**config.mk**
```make
export PLATFORM = sky130hd
export DESIGN_NAME = dm_byte_enable_decoder
export DESIGN_NICKNAME = d
export VERILOG_FILES = /design/src/rtl/dm_byte_enable_decoder.sv
export SDC_FILE = /design/constraint.sdc
export NUM_CORES = 1
export LEC_CHECK = 0
export CORE_MARGIN = 3
export CORE_UTILIZATION = 43
export DETAILED_ROUTE_END_ITERATION = 8
export GPL_TIMING_DRIVEN = 0
export PLACE_DENSITY = 0.9
export SETUP_SLACK_MARGIN = 0.05
export SLEW_MARGIN = 20
export SYNTH_ARGS = -nofsm -noshare
export SYNTH_HDL_FRONTEND = slang
export SYNTH_SLANG_ARGS = --single-unit
```
**constraint.sdc**
```tcl
create_clock -name DMBD_i_Clk -period 4.56 [get_ports DMBD_i_Clk]
set_clock_uncertainty 0.2 [all_clocks]
set_input_delay 0.912 -clock DMBD_i_Clk [delete_from_list [all_inputs] [get_ports DMBD_i_Clk]]
set_output_delay 0.912 -clock DMBD_i_Clk [all_outputs]
set_load 0.03 [all_outputs]
```
**src/rtl/dm_byte_enable_decoder.sv**
```systemverilog
// dm_byte_enable_decoder: MEM-stage data-memory byte-enable decode, store steering and load extraction.
// Optional: define DMBD_ERR_CNT_EN to add a saturating 8-bit misaligned/illegal access counter.
module dm_byte_enable_decoder #(
    parameter int DATA_W = 32
) (
    input  logic              DMBD_i_Clk,
    input  logic              DMBD_i_Reset,
    input  logic              DMBD_i_Valid,
    input  logic [1:0]        DMBD_i_Addr,
    input  logic [3:0]        DMBD_i_Mode,
    input  logic              DMBD_i_Signed,
    input  logic [DATA_W-1:0] DMBD_i_WData,
    input  logic [DATA_W-1:0] DMBD_i_RData,
    output logic              DMBD_o_Valid,
    output logic [3:0]        DMBD_o_ByteEn,
    output logic              DMBD_o_Unaligned,
    output logic              DMBD_o_BadMode,
    output logic [DATA_W-1:0] DMBD_o_WData,
    output logic [DATA_W-1:0] DMBD_o_RData
`ifdef DMBD_ERR_CNT_EN
    ,
    output logic [7:0]        DMBD_o_ErrCnt
`endif
);
    localparam logic [3:0] M_WORD = 4'd1;
    localparam logic [3:0] M_HALF = 4'd2;
    localparam logic [3:0] M_BYTE = 4'd3;

    logic              valid_q, unal_q, bad_q, signed_q;
    logic [3:0]        be_q, be_d, mode_q;
    logic [1:0]        addr_q;
    logic              unal_d, bad_d;
    logic [DATA_W-1:0] wdata_q, wdata_d;
    logic [15:0]       half_f;
    logic [7:0]        byte_f;

    // Decode the incoming request into byte enables, fault flags and lane-replicated store data
    always_comb begin
        be_d    = DMBD_i_Mode == M_WORD ? (DMBD_i_Addr == 2'd0 ? 4'b1111 : 4'b0000) :
                  DMBD_i_Mode == M_HALF ? (DMBD_i_Addr[0] ? 4'b0000 : DMBD_i_Addr[1] ? 4'b1100 : 4'b0011) :
                  DMBD_i_Mode == M_BYTE ? 4'b0001 << DMBD_i_Addr : 4'b0000;
        unal_d  = (DMBD_i_Mode == M_WORD && DMBD_i_Addr != 2'd0) || (DMBD_i_Mode == M_HALF && DMBD_i_Addr[0]);
        bad_d   = DMBD_i_Mode > M_BYTE;
        wdata_d = DMBD_i_Mode == M_HALF ? {2{DMBD_i_WData[15:0]}} :
                  DMBD_i_Mode == M_BYTE ? {4{DMBD_i_WData[7:0]}} : DMBD_i_WData;
    end

    // Register the decode; an idle cycle clears the strobes but keeps store data and the latched access
    always_ff @(posedge DMBD_i_Clk or posedge DMBD_i_Reset) begin
        if (DMBD_i_Reset) begin
            valid_q  <= 1'b0;
            be_q     <= '0;
            unal_q   <= 1'b0;
            bad_q    <= 1'b0;
            wdata_q  <= '0;
            addr_q   <= '0;
            mode_q   <= '0;
            signed_q <= 1'b0;
        end else begin
            valid_q <= DMBD_i_Valid;
            be_q    <= DMBD_i_Valid ? be_d : 4'b0000;
            unal_q  <= DMBD_i_Valid & unal_d;
            bad_q   <= DMBD_i_Valid & bad_d;
            if (DMBD_i_Valid) begin
                wdata_q  <= wdata_d;
                addr_q   <= DMBD_i_Addr;
                mode_q   <= DMBD_i_Mode;
                signed_q <= DMBD_i_Signed;
            end
        end
    end

    // Pick the addressed field from the returned word and extend it; faulting accesses read as zero
    always_comb begin
        half_f       = addr_q[1] ? DMBD_i_RData[31:16] : DMBD_i_RData[15:0];
        byte_f       = DMBD_i_RData[{addr_q, 3'b000} +: 8];
        DMBD_o_RData = mode_q == M_WORD ? (addr_q == 2'd0 ? DMBD_i_RData : '0) :
                       mode_q == M_HALF ? (addr_q[0] ? '0 : {{16{signed_q & half_f[15]}}, half_f}) :
                       mode_q == M_BYTE ? {{24{signed_q & byte_f[7]}}, byte_f} : '0;
    end

    assign DMBD_o_Valid     = valid_q;
    assign DMBD_o_ByteEn    = be_q;
    assign DMBD_o_Unaligned = unal_q;
    assign DMBD_o_BadMode   = bad_q;
    assign DMBD_o_WData     = wdata_q;

`ifdef DMBD_ERR_CNT_EN
    logic [7:0] err_cnt_q;

    // Count accepted faulting requests, sticking at the top value
    always_ff @(posedge DMBD_i_Clk or posedge DMBD_i_Reset) begin
        if (DMBD_i_Reset)
            err_cnt_q <= '0;
        else if (DMBD_i_Valid && (unal_d || bad_d) && err_cnt_q != 8'hFF)
            err_cnt_q <= err_cnt_q + 8'd1;
    end

    assign DMBD_o_ErrCnt = err_cnt_q;
`endif
endmodule

```
After elaboration in Yosys (flattened, before gate mapping)
Index checks and enable logic that the tools add are counted.
{"block": "totals", "register_bits": 46, "input_bits": 74, "output_inout_bits": 71, "elab_cells": 42}
{"block": "op_classes", "magnitude_cmp": 1, "n_eq_ne": 6, "n_shift": 2, "mux": 15, "n_bitwise": 4, "n_reduce_logical": 6}
{"cell": "$mux 32", "n": 7}
{"cell": "$shiftx 32x6->8", "n": 1}
{"cell": "$mux 4", "n": 7}
{"cell": "$eq 4x2->1 const B", "n": 4}
{"cell": "$mux 16", "n": 1}
{"cell": "$eq 4x1->1 const B", "n": 2}
{"cell": "$and 1x1->1", "n": 4}
{"cell": "$gt 4x2->1 const B", "n": 1}
{"cell": "$logic_not 2->1", "n": 2}
{"cell": "$shl 1x2->4 const A", "n": 1}
{"cell": "$logic_and 1x1->1", "n": 2}
{"cell": "$reduce_bool 2->1", "n": 1}
{"cell": "$logic_or 1x1->1", "n": 1}

Longest topological paths before layout
Gate-level depths: netlist (run 1).
{"block": "logic_depth", "word_depth": 5, "ltp_mapped": 6, "mapped_depth_nobuf": 4}

Worst setup path before layout (run 1)
OpenSTA, ideal clock, no wires.
{"block": "synth_timing", "kind": "in2out", "start": "input DMBD_i_RData[31]", "end": "output DMBD_o_RData[16]", "t_arrival_ns": 2.153, "required_ns": 3.448, "setup_slack_ns": 1.295, "stages": 5, "n_path_buf": 1, "cell_sequence": "mux4_2 -> nor4b_4 -> a31o_4 -> buf_6 -> a21o_1"}
{"block": "synth_via", "elab_chain_cells": 5}
{"element": "start: declaration", "line_no": "13", "rtl": "input logic [DATA_W-1:0] DMBD_i_RData,"}
{"element": "$shiftx 32x6->8 / $mux 16 (equally long branches)", "line_no": "76, 75"}
{"element": "$and 1x1->1 (on tied branches)", "line_no": "79, 78"}
{"element": "$mux 32 (on tied branches)", "line_no": "79, 78"}
{"element": "$mux 32 (*)", "line_no": "78", "rtl": "mode_q == M_HALF ? (addr_q[0] ? '0 : {{16{signed_q & half_f[15]}}, half_f}) :"}
{"element": "$mux 32 (*)", "line_no": "77", "rtl": "DMBD_o_RData = mode_q == M_WORD ? (addr_q == 2'd0 ? DMBD_i_RData : '0) :"}
{"element": "end: declaration", "line_no": "19", "rtl": "output logic [DATA_W-1:0] DMBD_o_RData"}
Every way passes the cells marked *; elsewhere a longest branch is shown, timed or not.

Worst setup path after layout (run 1)
{"block": "layout_timing", "start": "input DMBD_i_RData[31]", "end": "output DMBD_o_RData[18]"}
Same word-level chain as after synthesis.

==> out/qor.tcl, run 1 <==
set qor(grt_pass1_wl_um) 14000
set qor(crit_start) {DMBD_i_RData[31]}
set qor(share_of_the_clock_period_used_by_the_worst_path_after_layout_pct) 93.9
set qor(number_of_buffers_created_by_cts) 5
set qor(synthToLayoutAreaGrowth_pct) 60.1
set qor(setup.worst_path.end) {DMBD_o_RData[18]}
set qor(synthesized_area_per_cell_um2) 9.95
set qor(synth_async_reset_ratio_pct) 100
set qor(multiplexer_area_fraction_after_synthesis_pct) 18.0
set qor(power_density_mw_per_mm2) 259
set qor(rsz0062_at_grt) {false}
set qor(critical_path.startpoint_type) {primary input}
set qor(iteration_0_drc_count_of_the_detailed_router) 103
set qor(netlist.area_leader.share_pct) 42.4
set qor(reg2reg_setup_slack_ns) 2.95
set qor(finalWorstPathRequiredPeriod_ns) 4.28
set qor(yosys_register_bits) 46
set qor(synth_warnings) 0
set qor(relSlewSlack_pct) 30.8
set qor(wl_per_cell_um) 17.6
set qor(drive_gt1_share_pct) 11.1
set qor(highest_fanout_seen_on_the_critical_path) 10
set qor(cp.required_ns) 3.45
set qor(synth.most_common_cell) {sky130_fd_sc_hd__dfrtp_1}
set qor(timing.setup.critical_path_class) {primary input to output pin}
set qor(netlist_area_mm2) 0.00272
set qor(tritoncts) {built}
set qor(clk_pin_slew_worst_paths_ns) 0.09
set qor(power_switching_share_pct) 33.7
set qor(final_setup_violating_endpoints) 0
set qor(gp_congestion) 0.843
set qor(clockRootBuffer) {sky130_fd_sc_hd__clkbuf_8}
set qor(synthFlopType) {sky130_fd_sc_hd__dfrtp_1}
set qor(routed_via_density) 5.50
set qor(gr-total-overflow) 0
set qor(synth_top_family_by_area) {compound AO/OA/AOI/OAI gates}
set qor(critical_path.endpoint_type) {output pin}
set qor(insertedDiodeCount) 0
set qor(globalRouteTotalUtil_pct) 24.0
set qor(drt_pass1_iterations) 4
set qor(synthCells) 273
set qor(routed_wirelength_um) 8800
set qor(dieHeight_um) 85.5
set qor(ir_drop_v) 0.000214
set qor(grt_antenna_before_repair) 0
set qor(design.portCount) 145
set qor(synthAdderAreaFrac_pct) 0
set qor(dp_hpwl_um) 6950
set qor(nets) 498
set qor(pwr-share-clk_pct) 22.2
set qor(drc_errors) 0
set qor(post-cts-setup-buffer-count) 0
set qor(synth_compound_gate_area_share_pct) 19.1
set qor(totalNegativeSetupSlack_ns) 0
set qor(initial_standard_cell_utilization_of_the_core_pct) 45.1
set qor(cellLeakagePower_nw) 1.87
set qor(clock_sinks) 46
set qor(cellInternalPower_uw) 747
set qor(synthSimpleGateAreaFrac_pct) 14.5
set qor(fin_ws_ns) 0.280
set qor(synthXorXnorAreaFrac_pct) 0.322
set qor(worst-slew-pin-transition_ns) 1.03
set qor(die_width_um) 85.5
set qor(netlist-cell-type-count) 40
set qor(cts_hold_repair.buffers) 0
set qor(post_cts_resize_count) 0
set qor(edff_count_synth) 0
set qor(worst_r2r_endpoint) {addr_q[1]$_DFFE_PP0P_}
set qor(timing.rr.start) {addr_q[1]$_DFFE_PP0P_}
set qor(clock_latency_at_the_later_pin_of_the_worst_skew_pair_ns) 0.30
set qor(status) {completed}
set qor(critPathArrivalTime_ns) 3.17
set qor(grt_max_degree) 25
set qor(ff2ff_path_depth) 4
set qor(dieArea_mm2) 0.00731
set qor(p_comb_share_pct) 36.2
set qor(placement.setup.worst_slack_ns) 0.0859
set qor(floorplan.core_area_mm2) 0.00603
set qor(postRouteAntennaNets) 0
set qor(clock.fmax_ghz) 0.234
set qor(synth.yosys.seq_area_share_pct) 42.4
set qor(synth_common_cells) {sky130_fd_sc_hd__dfrtp_1, sky130_fd_sc_hd__nand2_1, sky130_fd_sc_hd__mux2i_1}
set qor(num_vias) 2750
set qor(p_switching_uw) 379
set qor(cts.path.max_buffers) 2
set qor(power_frac_seq_pct) 41.6
set qor(max-cap-violations) 0
set qor(slew_viol_final) 0
set qor(synth.largest_area_cell) {sky130_fd_sc_hd__dfrtp_1}
set qor(hold_path.class) {flop to flop}
set qor(syn_nets) 347
set qor(site_row_count) 28
set qor(timing_hold_violations_final) 0
set qor(port_buffer_cells) 141
set qor(synth.top_cells.by_area) {sky130_fd_sc_hd__dfrtp_1, sky130_fd_sc_hd__mux2i_1, sky130_fd_sc_hd__mux2_2, sky130_fd_sc_hd__a21o_1, sky130_fd_sc_hd__nand2_1}
set qor(vias_in_the_first_global_route) 2801
set qor(htree_levels) 2
[layout make-up]
cell class              instances  area [um2]
plain buffers                  21         110
clock buffers                   6        72.6
clock inverters                 2        13.8
fillers                       456        1670
inverters                      13        48.8
multi-input cells             193        1410
flip-flops and latches         46        1150
well taps                      75        93.8
repair buffers                144        1450
[state kept, by name (all words and copies together), names as in the netlist]
name / cells
DMBD_o_BadMode: 1
DMBD_o_ByteEn: 4
DMBD_o_Unaligned: 1
DMBD_o_Valid: 1
DMBD_o_WData: 32
addr_q: 2
mode_q: 4
signed_q: 1
[per-layer routing]
| layer | GRT usage, % | vias up | wire, um |
|---|---|---|---|
| met5 | 0 | - | 0 |
| met4 | 8.06 | 0 | 195 |
| met3 | 7.88 | 17 | 907 |
| met2 | 40.7 | 144 | 4340 |
| met1 | 28.6 | 1307 | 3350 |
| li1 | - | 1282 | - |
[per-stage QoR]
stage	power (mW)	cells	cell area, um2	hold slack [ns]	util, %
after floorplan	0.686	273	2720	0.331	-
after global placement	0.869	489	4220	0.289	70.1
after detailed placement	0.883	490	4250	0.296	70.5
after CTS	1.13	498	4340	0.324	72.0
after global routing	1.18	500	4350	0.334	72.2
final	1.13	500	4350	0.317	72.2
[cells in the final DEF (no fill, tap or decap), types with 10 or more instances in the layout]
master	instances
sky130_fd_sc_hd__a21o_1	17
sky130_fd_sc_hd__inv_1	12
sky130_fd_sc_hd__clkdlybuf4s50_1	141
sky130_fd_sc_hd__o21ai_0	11
sky130_fd_sc_hd__a21oi_1	20
sky130_fd_sc_hd__nand2_1	29
sky130_fd_sc_hd__nor2_1	22
sky130_fd_sc_hd__mux2_2	20
sky130_fd_sc_hd__dfrtp_1	46
sky130_fd_sc_hd__mux2i_1	24
sky130_fd_sc_hd__clkbuf_1	10
[power groups by stage]
stage | registers, mW | clock network, mW | logic [mW]
final | 0.468 | 0.250 | 0.408
after global routing | 0.473 | 0.273 | 0.433
after CTS | 0.468 | 0.254 | 0.408
after detailed placement | 0.475 | 0 | 0.407
after global placement | 0.474 | 0 | 0.395
after floorplan | 0.535 | 0 | 0.151
[critical path, stage by stage]
cell and delay [ns]:
sky130_fd_sc_hd__clkdlybuf4s50_1 0.45, sky130_fd_sc_hd__mux4_2 0.49, sky130_fd_sc_hd__nor4b_4 0.16, sky130_fd_sc_hd__a31o_4 0.25
sky130_fd_sc_hd__buf_6 0.14, sky130_fd_sc_hd__a21o_1 0.17, sky130_fd_sc_hd__clkdlybuf4s50_1 0.59
[how the worst min path moves through the flow]
stage / slack (ns) / from / end / cells past startpoint
floorplan: 0.33 / signed_q$_DFFE_PP0P_ / signed_q$_DFFE_PP0P_ / 2
global placement: 0.29 / DMBD_o_WData[0]$_DFFE_PP0P_ / DMBD_o_WData[0]$_DFFE_PP0P_ / 1
detailed placement: 0.30 / DMBD_o_WData[1]$_DFFE_PP0P_ / DMBD_o_WData[1]$_DFFE_PP0P_ / 1
CTS: 0.32 / DMBD_o_WData[7]$_DFFE_PP0P_ / DMBD_o_WData[7]$_DFFE_PP0P_ / 1
global route: 0.33 / DMBD_o_WData[7]$_DFFE_PP0P_ / DMBD_o_WData[7]$_DFFE_PP0P_ / 1
finish: 0.32 / DMBD_o_WData[3]$_DFFE_PP0P_ / DMBD_o_WData[3]$_DFFE_PP0P_ / 1
[kinds of logic after synthesis]
logic type | count (synthesis)
compound gates | 75
xor+xnor | 1
buf+inv | 34
flops | 46
mux | 45
simple gates | 72
(Power assumes the default switching activity.)
==> run 2, diff against run 1 <==
--- a/config.mk
+++ b/config.mk
@@ -8,7 +8,7 @@
 export CORE_MARGIN = 3
 export CORE_UTILIZATION = 43
 export DETAILED_ROUTE_END_ITERATION = 8
-export GPL_TIMING_DRIVEN = 0
+export GPL_ROUTABILITY_DRIVEN = 0
 export PLACE_DENSITY = 0.9
 export SETUP_SLACK_MARGIN = 0.05
 export SLEW_MARGIN = 20
==> run 2 against run 1 <==
Compared with the run above: sequential share of layout area up 0.41 points; routed wire length down 3.0%; maximum frequency down 1.3%; global-route usage up 0.27 points; design area down 1.5%; clock power up 8.8%; sequential power up 1%; worst setup slack worse by 0.057 ns; largest cell class unchanged; non-clock buffer count down 16.
==> out/qor.tcl, run 2 (synthesis results as in run 1) <==
set qor(synthToLayoutAreaGrowth_pct) 57.7
set qor(insertedDiodeCount) 0
set qor(critical_path.endpoint_type) {output pin}
set qor(place_inst) 476
set qor(critical-path-slowest-cell) {sky130_fd_sc_hd__clkdlybuf4s50_1}
set qor(clock.fmax_ghz) 0.231
set qor(rsz0062_at_grt) {false}
set qor(initial_standard_cell_utilization_of_the_core_pct) 45.1
set qor(clock_sinks) 46
set qor(gr-total-overflow) 0
set qor(globalRouteTotalUtil_pct) 24.3
set qor(slowest_delay_ns) 0.66
set qor(layout.cells.most_common) {sky130_fd_sc_hd__clkdlybuf4s50_1}
set qor(largest_register_ff_count) 32
set qor(final-seq-area_mm2) 0.00115
set qor(vias_in_the_first_global_route) 2828
set qor(routed_via_density) 5.54
set qor(grt_pass1_wl_um) 14000
set qor(dieHeight_um) 85.5
set qor(critical_path.startpoint_type) {primary input}
set qor(iteration_0_drc_count_of_the_detailed_router) 116
set qor(design.portCount) 145
set qor(drc_errors) 0
set qor(wl_per_cell_um) 17.6
set qor(path_cells) {clkdlybuf4s50_1 > mux4_2 > nor4b_4 > a31o_4 > a21o_1 > clkdlybuf4s50_1}
set qor(slew_viol_final) 0
set qor(clk_pin_slew_worst_paths_ns) 0.09
set qor(post_layout_nonfiller_instances) 484
set qor(finalWorstPathRequiredPeriod_ns) 4.34
set qor(timing_hold_violations_final) 0
set qor(grt_antenna_before_repair) 0
set qor(post_cts_resize_count) 0
set qor(floorplan.core_area_mm2) 0.00603
set qor(port_buffer_cells) 144
set qor(cp.required_ns) 3.45
set qor(die_width_um) 85.5
set qor(drive_gt1_share_pct) 10.5
set qor(dieArea_mm2) 0.00731
set qor(ir_drop_v) 0.000211
set qor(post-cts-setup-buffer-count) 0
set qor(clock_latency_at_the_later_pin_of_the_worst_skew_pair_ns) 0.30
set qor(relSlewSlack_pct) 36.6
set qor(clockRootBuffer) {sky130_fd_sc_hd__clkbuf_8}
set qor(nets) 482
set qor(number_of_buffers_created_by_cts) 5
set qor(num_vias) 2683
set qor(totalNegativeSetupSlack_ns) 0
set qor(site_row_count) 28
set qor(grt_max_degree) 70
set qor(critPathArrivalTime_ns) 3.22
set qor(final.fill_count) 462
set qor(max-cap-violations) 0
set qor(hold_path.class) {flop to flop}
set qor(power_density_mw_per_mm2) 266
set qor(cellLeakagePower_nw) 1.83
set qor(timing.setup.critical_path_class) {primary input to output pin}
set qor(cts_hold_repair.buffers) 0
set qor(routed_wirelength_um) 8530
set qor(worst-slew-pin-transition_ns) 0.949
set qor(dp_hpwl_um) 6400
set qor(multiInputGateArea_mm2) 0.00142
set qor(highest_fanout_seen_on_the_critical_path) 16
set qor(tritoncts) {built}
set qor(layout_common_cells) {sky130_fd_sc_hd__clkdlybuf4s50_1, sky130_fd_sc_hd__dfrtp_1, sky130_fd_sc_hd__nand2_1}
set qor(postRouteAntennaNets) 0
set qor(critical_path.most_common_cell) {sky130_fd_sc_hd__clkdlybuf4s50_1}
set qor(drt_pass1_iterations) 4
set qor(cts.path.max_buffers) 2
set qor(final_setup_violating_endpoints) 0
set qor(htree_levels) 2
set qor(status) {completed}
set qor(share_of_the_clock_period_used_by_the_worst_path_after_layout_pct) 95.1
-- run 2: worst max-delay path, delay by kind of cell --
family / cells / cell delay (ns)
muxes: 1 / 0.26
AOI/OAI and AO/OA: 2 / 0.42
and+or+nand+nor: 1 / 0.45
buffers and inverters: 2 / 1.18
-- run 2: power breakdown --
group,switching [mW],internal (mW),leakage (nW)
clock network,0.147,0.126,0.0489
registers,0.0308,0.444,0.545
logic,0.204,0.190,1.24
-- run 2: final cells by class --
type / instances / share of cell area (%)
Clock buffer: 7 / 2.01
Inverter: 13 / 1.14
Multi-Input combinational cell: 193 / 33.1
Sequential cell: 46 / 26.9
Clock inverter: 1 / 0.204
Timing Repair Buffer: 149 / 34.5
Tap cell: 75 / 2.19
-- run 2: path summary, 6_finish.rpt --
check                                                  from                            to  slack [ns]  depth (start not counted)
max in group asynchronous                      DMBD_i_Reset  DMBD_o_WData[31]$_DFFE_PP0P_        2.63                          2
min in group asynchronous                      DMBD_i_Reset  DMBD_o_WData[21]$_DFFE_PP0P_        0.94                          2
worst max register to register        addr_q[1]$_DFFE_PP0P_         addr_q[1]$_DFFE_PP0P_        3.20                          2
worst min register to register  DMBD_o_WData[6]$_DFFE_PP0P_   DMBD_o_WData[6]$_DFFE_PP0P_        0.31                          1
worst min-delay path            DMBD_o_WData[6]$_DFFE_PP0P_   DMBD_o_WData[6]$_DFFE_PP0P_        0.31                          1
worst max-delay path                       DMBD_i_RData[23]              DMBD_o_RData[21]        0.22                          6
-- run 2: per-layer routing --
layer	wire length, um	vias to the layer above	share of wire (%)	GRT usage (%)
li1	-	1262	-	-
met1	3170	1278	37	26.5
met2	4290	126	50	42.7
met3	882	17	10	9.03
met4	195	0	2.3	9.06
met5	0	-	0	0
-- run 2: metrics by stage --
stage                     cell area [um2]  utilization [%]  power (mW)  setup WS [ns]  hold slack (ns)
after floorplan                      2720                -       0.686           1.30            0.331
after global placement               4190             69.5       0.865          0.267            0.289
after detailed placement             4190             69.5       0.874          0.228            0.295
after CTS                            4280             71.1        1.15          0.224            0.317
after global routing                 4290             71.1        1.20         0.0777            0.338
final                                4290             71.1        1.14          0.223            0.312
==> run 3, diff against run 2 <==
--- a/config.mk
+++ b/config.mk
@@ -5,6 +5,7 @@
 export SDC_FILE = /design/constraint.sdc
 export NUM_CORES = 1
 export LEC_CHECK = 0
+export CAP_MARGIN = 20
 export CORE_MARGIN = 3
 export CORE_UTILIZATION = 43
 export DETAILED_ROUTE_END_ITERATION = 8
==> results of run 3 <==
Final layout, timing and power as in run 2 (identical DEF).
==> variant 1 (config.mk and constraints of run 2) <==
Build with the macro `DMBD_ERR_CNT_EN` defined.
--- a/src/rtl/dm_byte_enable_decoder.sv
+++ b/src/rtl/dm_byte_enable_decoder.sv
@@ -1,5 +1,7 @@
 // dm_byte_enable_decoder: MEM-stage data-memory byte-enable decode, store steering and load extraction.
 // Optional: define DMBD_ERR_CNT_EN to add a saturating 8-bit misaligned/illegal access counter.
+`define DMBD_ERR_CNT_EN
+
 module dm_byte_enable_decoder #(
     parameter int DATA_W = 32
 ) (
Behaviour (old outputs only; new: DMBD_o_ErrCnt): unchanged (Yosys induction, for registers that start in step).
==> variant 1 against run 2 <==
- final area rose by 12%
- cell count rose by 14%
- routed wire length rose by 14%
- die area rose by 13%
- sequential cell count increased by 8
- worst setup slack better by 0.085 ns
- global-route usage is 1.1 points lower
- hold slack better by 0.0022 ns
- synthesized area is 15% higher
- power up 34%
==> variant 1: results (changes against run 2) <==
[final_layout]
multi_input_area_um2 = 1600  ; +13%
n_all_buffers = 158  ; +6.0%
syn_to_final_growth_pct = 53.9
final_nets = 531  ; +10%
final-nonclk-buf-share = 0.326  ; -0.0187
drive_gt1_frac = 0.0855  ; -0.0196
multi_input_gates = 226  ; +17%
seq_area_frac = 0.282  ; +0.0134
clk_share = 0.0235  ; +0.00131
numSequentialCells = 54  ; +17%
fillers = 547  ; +18%
inv_count = 11  ; -2

[drt]
drt-met1-wl_um = 3620  ; +14%
routed_wl_um = 9700  ; +14%
avgViaCountPerCell = 5.48  ; -1.2%
met3_length_um = 807  ; -8.5%
wire_per_inst_um = 17.6  ; -0.39%
wl_met2_um = 4980  ; +16%
initialDrtViolationCount = 117  ; +0.86%

[sta]
slew_headroom = 0.435  ; +0.0684

[cts]
htreeDepth = 2  ; unchanged
insertion_delay_ns = 0.30  ; about the same
clockBufferDepth = 2  ; unchanged
cts_made_buffers = 5  ; unchanged

[critical_path]
crit_arrival_ns = 3.14  ; -0.08 ns
r2r_cells = 4  ; +2
cp_slowest_stage_delay_ns = 0.68  ; +0.02 ns
crit_path_max_fanout = 8  ; -8
path_delay_family = buffers and inverters

[yosys]
syn_inst = 312  ; +14%
ys_seq_area_frac = 0.434  ; +0.0105
synthTopCellsByArea = dfrtp_1, mux2i_1, mux2_2, a21o_1, nor2_1
yosys-top-cells-count = dfrtp_1, mux2i_1, nor2_1
ys_types = 51  ; +28%
syn_nets = 387  ; +12%

[placed_design]
hpwl_um = 7340  ; +15%
dpl_worst_slack_ns = 0.333  ; +0.104 ns
numPortBuffers = 152  ; +5.6%

[status]
status = finished clean

[global_route]
use_met1 = 0.254  ; -0.0114
grt_usage = 0.232  ; -0.0107
use_met2 = 0.419  ; -0.00789
grt_pass1_vias = 3164  ; +12%
grt_pass1_wl_um = 15600  ; +11%
met3_usage = 0.0679  ; -0.0224

[power]
power_frac_seq = 0.399  ; -0.017
p_leak_nw = 2.09  ; +14%
switching_power_mw = 0.533  ; +40%
total_power_mw = 1.53  ; +34%
ir_drop_mv = 0.413  ; +96%

[die]
well_tap_count = 96  ; +28%

==> variant 1: worst reg2reg max path, delay by kind of cell (launching register included) <==
family / cells / cell delay (ns)
and+or+nand+nor: 3 / 0.64
DFF: 1 / 0.44
muxes: 1 / 0.35
==> variant 1: cells by family after synthesis <==
group           synth area share
compound gates             0.193
fa+ha+maj                0.00402
mux                        0.162
simple gates               0.140
flops                      0.434
buf+inv                   0.0510
xor+xnor                  0.0169
==> variant 1: worst paths after layout <==
kind                                        from          endpoint  slack (ns)
worst max-delay path            DMBD_i_RData[23]  DMBD_o_RData[12]        0.31
worst min-delay path             DMBD_o_WData[7]   DMBD_o_WData[7]        0.31
min in group asynchronous           DMBD_i_Reset  DMBD_o_ErrCnt[1]        0.86
worst min register to register   DMBD_o_WData[7]   DMBD_o_WData[7]        0.31
max in group asynchronous           DMBD_i_Reset  DMBD_o_ErrCnt[7]        2.84
worst max register to register  DMBD_o_ErrCnt[3]  DMBD_o_ErrCnt[1]        2.82
==> variant 2 (settings of run 2) <==
Made on the original files. `be_q` no longer has a reset.
--- a/src/rtl/dm_byte_enable_decoder.sv
+++ b/src/rtl/dm_byte_enable_decoder.sv
@@ -49,7 +49,6 @@
     always_ff @(posedge DMBD_i_Clk or posedge DMBD_i_Reset) begin
         if (DMBD_i_Reset) begin
             valid_q  <= 1'b0;
-            be_q     <= '0;
             unal_q   <= 1'b0;
             bad_q    <= 1'b0;
             wdata_q  <= '0;
@@ -58,7 +57,6 @@
             signed_q <= 1'b0;
         end else begin
             valid_q <= DMBD_i_Valid;
-            be_q    <= DMBD_i_Valid ? be_d : 4'b0000;
             unal_q  <= DMBD_i_Valid & unal_d;
             bad_q   <= DMBD_i_Valid & bad_d;
             if (DMBD_i_Valid) begin
@@ -68,6 +66,10 @@
                 signed_q <= DMBD_i_Signed;
             end
         end
+    end
+
+    always_ff @(posedge DMBD_i_Clk) begin
+        be_q <= DMBD_i_Valid ? be_d : 4'b0000;
     end
 
     // Pick the addressed field from the returned word and extend it; faulting accesses read as zero
Function: changed (Yosys sat finds a counterexample within 4 cycles, from zero or initial values and one cycle with DMBD_i_Reset high).
==> variant 2 against run 2 <==
- global-route usage is 1.4 points lower
- routed wire length is 1.4% lower
- power is 1.8% lower
- count of clock-buffer cells in the layout stayed put
- sequential cell count stayed put
- sequential power is 1% lower
- final area is 0.73% lower
- worst setup slack worse by 0.072 ns
- synthesized area is 1.0% lower
- via count is 0.45% lower
- critical path type unchanged
==> variant 2: results (changes against run 2) <==
[status]
status = finished clean

[global_route]
grt_pass1_vias = 2686  ; -5.0%
grt_usage = 0.229  ; -0.0137
grt_pass1_wl_um = 13200  ; -5.9%
grt_max_degree = 53  ; -24%

[cts]
clockBufferDepth = 2  ; unchanged
cts_resized = 0  ; unchanged
root_buffer = clkbuf_8
path_clk_slew_ns = 0.08

[yosys]
postSynth.asyncResetShare = 0.913  ; -0.0870
yosys_warnings = 0  ; unchanged
synthFlopType = dfrtp_1
yosys-top-cells-count = dfrtp_1, nand2_1, mux2i_1, nor2_1, a21oi_1
syn_nets = 351  ; +1.2%
ys_seq_area_frac = 0.420  ; -0.00311
ys_types = 39  ; -2.5%
synth_area_per_cell_um2 = 9.71  ; -2.4%
synthTopCellsByArea = dfrtp_1, mux2i_1, mux2_2, a21oi_1, nand2_1

[final_layout]
final_cell_count_no_fill = 488  ; +0.83%
drive_gt1_frac = 0.131  ; +0.0256
fillers = 482  ; +4.3%

[critical_path]
crit_arrival_ns = 3.30  ; +0.08 ns
reg2reg_setup_slack_ns = 3.40  ; +0.20 ns

[power]
ir_drop_mv = 0.248  ; +17%
switching_power_mw = 0.364  ; -4.4%
power_density_nw_per_um2 = 263  ; -1.1%
p_leak_nw = 1.80  ; -2.0%

[placed_design]
dpl_worst_slack_ns = 0.156  ; -0.0724 ns
hpwl_um = 6450  ; +0.89%

[sta]
min_period_ns = 4.41  ; +0.0721 ns
slew_headroom = 0.401  ; +0.0342

[drt]
initialDrtViolationCount = 100  ; -14%
avgViaCountPerCell = 5.47  ; -1.3%

[variant 2: changes by cell type in the layout (fill, tap and decap cells not counted), sizes merged, moves of 3 or more]
cell | before | now
inv | 14 | 11
dfrtp | 46 | 42
dfxtp | 0 | 4
nand3 | 1 | 4
nor4 | 3 | 0
nor3 | 1 | 5
nor2 | 22 | 26
[variant 2: through the flow]
stage               area [µm²]  hold WS, ns
floorplan                 2690        0.322
global placement          4160        0.292
CTS                       4250        0.318
detailed placement        4160        0.296
finish                    4250        0.315
global route              4250        0.338
[variant 2: worst min-delay path by stage]
stage / from / slack (ns) / cells after the start / end
floorplan: signed_q / 0.32 / 1 / signed_q
detailed placement: DMBD_o_WData[5] / 0.30 / 1 / DMBD_o_WData[5]
global route: DMBD_o_WData[4] / 0.34 / 1 / DMBD_o_WData[4]
CTS: DMBD_o_WData[3] / 0.32 / 1 / DMBD_o_WData[3]
global placement: DMBD_o_WData[1] / 0.29 / 1 / DMBD_o_WData[1]
finish: DMBD_o_WData[3] / 0.31 / 1 / DMBD_o_WData[3]
[variant 2: critical path: stages]
cell and delay [ns]:
clkdlybuf4s50_1 0.44, mux4_1 0.56, and4_4 0.26, a41o_4 0.32
a21o_1 0.20, clkdlybuf4s50_1 0.60
[variant 2: cells by family (layout without fill, tap and decap cells)]
group	count (synthesis)	in the layout	synth area share
flip-flops	46	46	0.420
AO/OA/AOI/OAI	75	75	0.195
AND/OR/NAND/NOR	75	75	0.135
multiplexers	47	47	0.191
buffers and inverters	33	169	0.0558
XOR/XNOR	1	1	0.00326
[variant 2: layout make-up]
| type | instances | area share |
|---|---|---|
| multi-input cells | 198 | 0.333 |
| repair buffers | 150 | 0.348 |
| clock buffers | 7 | 0.0203 |
| clock inverters | 1 | 0.00118 |
| well taps | 75 | 0.0221 |
| inverters | 11 | 0.00971 |
| flip-flops and latches | 46 | 0.266 |
[variant 2: power groups by stage]
| stage | clock network [mW] | logic, mW | registers (mW) |
|---|---|---|---|
| 2_1_floorplan | 0 | 0.145 | 0.535 |
| 3_3_place_gp | 0 | 0.388 | 0.475 |
| 3_5_place_dp | 0 | 0.396 | 0.477 |
| 4_1_cts | 0.260 | 0.398 | 0.469 |
| 5_1_grt | 0.282 | 0.419 | 0.474 |
| 6_report | 0.255 | 0.396 | 0.469 |
[variant 2: layer usage]
layer,share of wire,routed length [µm],GRT usage
met1,0.38,3170,0.266
met2,0.49,4140,0.393
met3,0.11,893,0.0728
met4,0.024,206,0.0863
met5,0,0,0
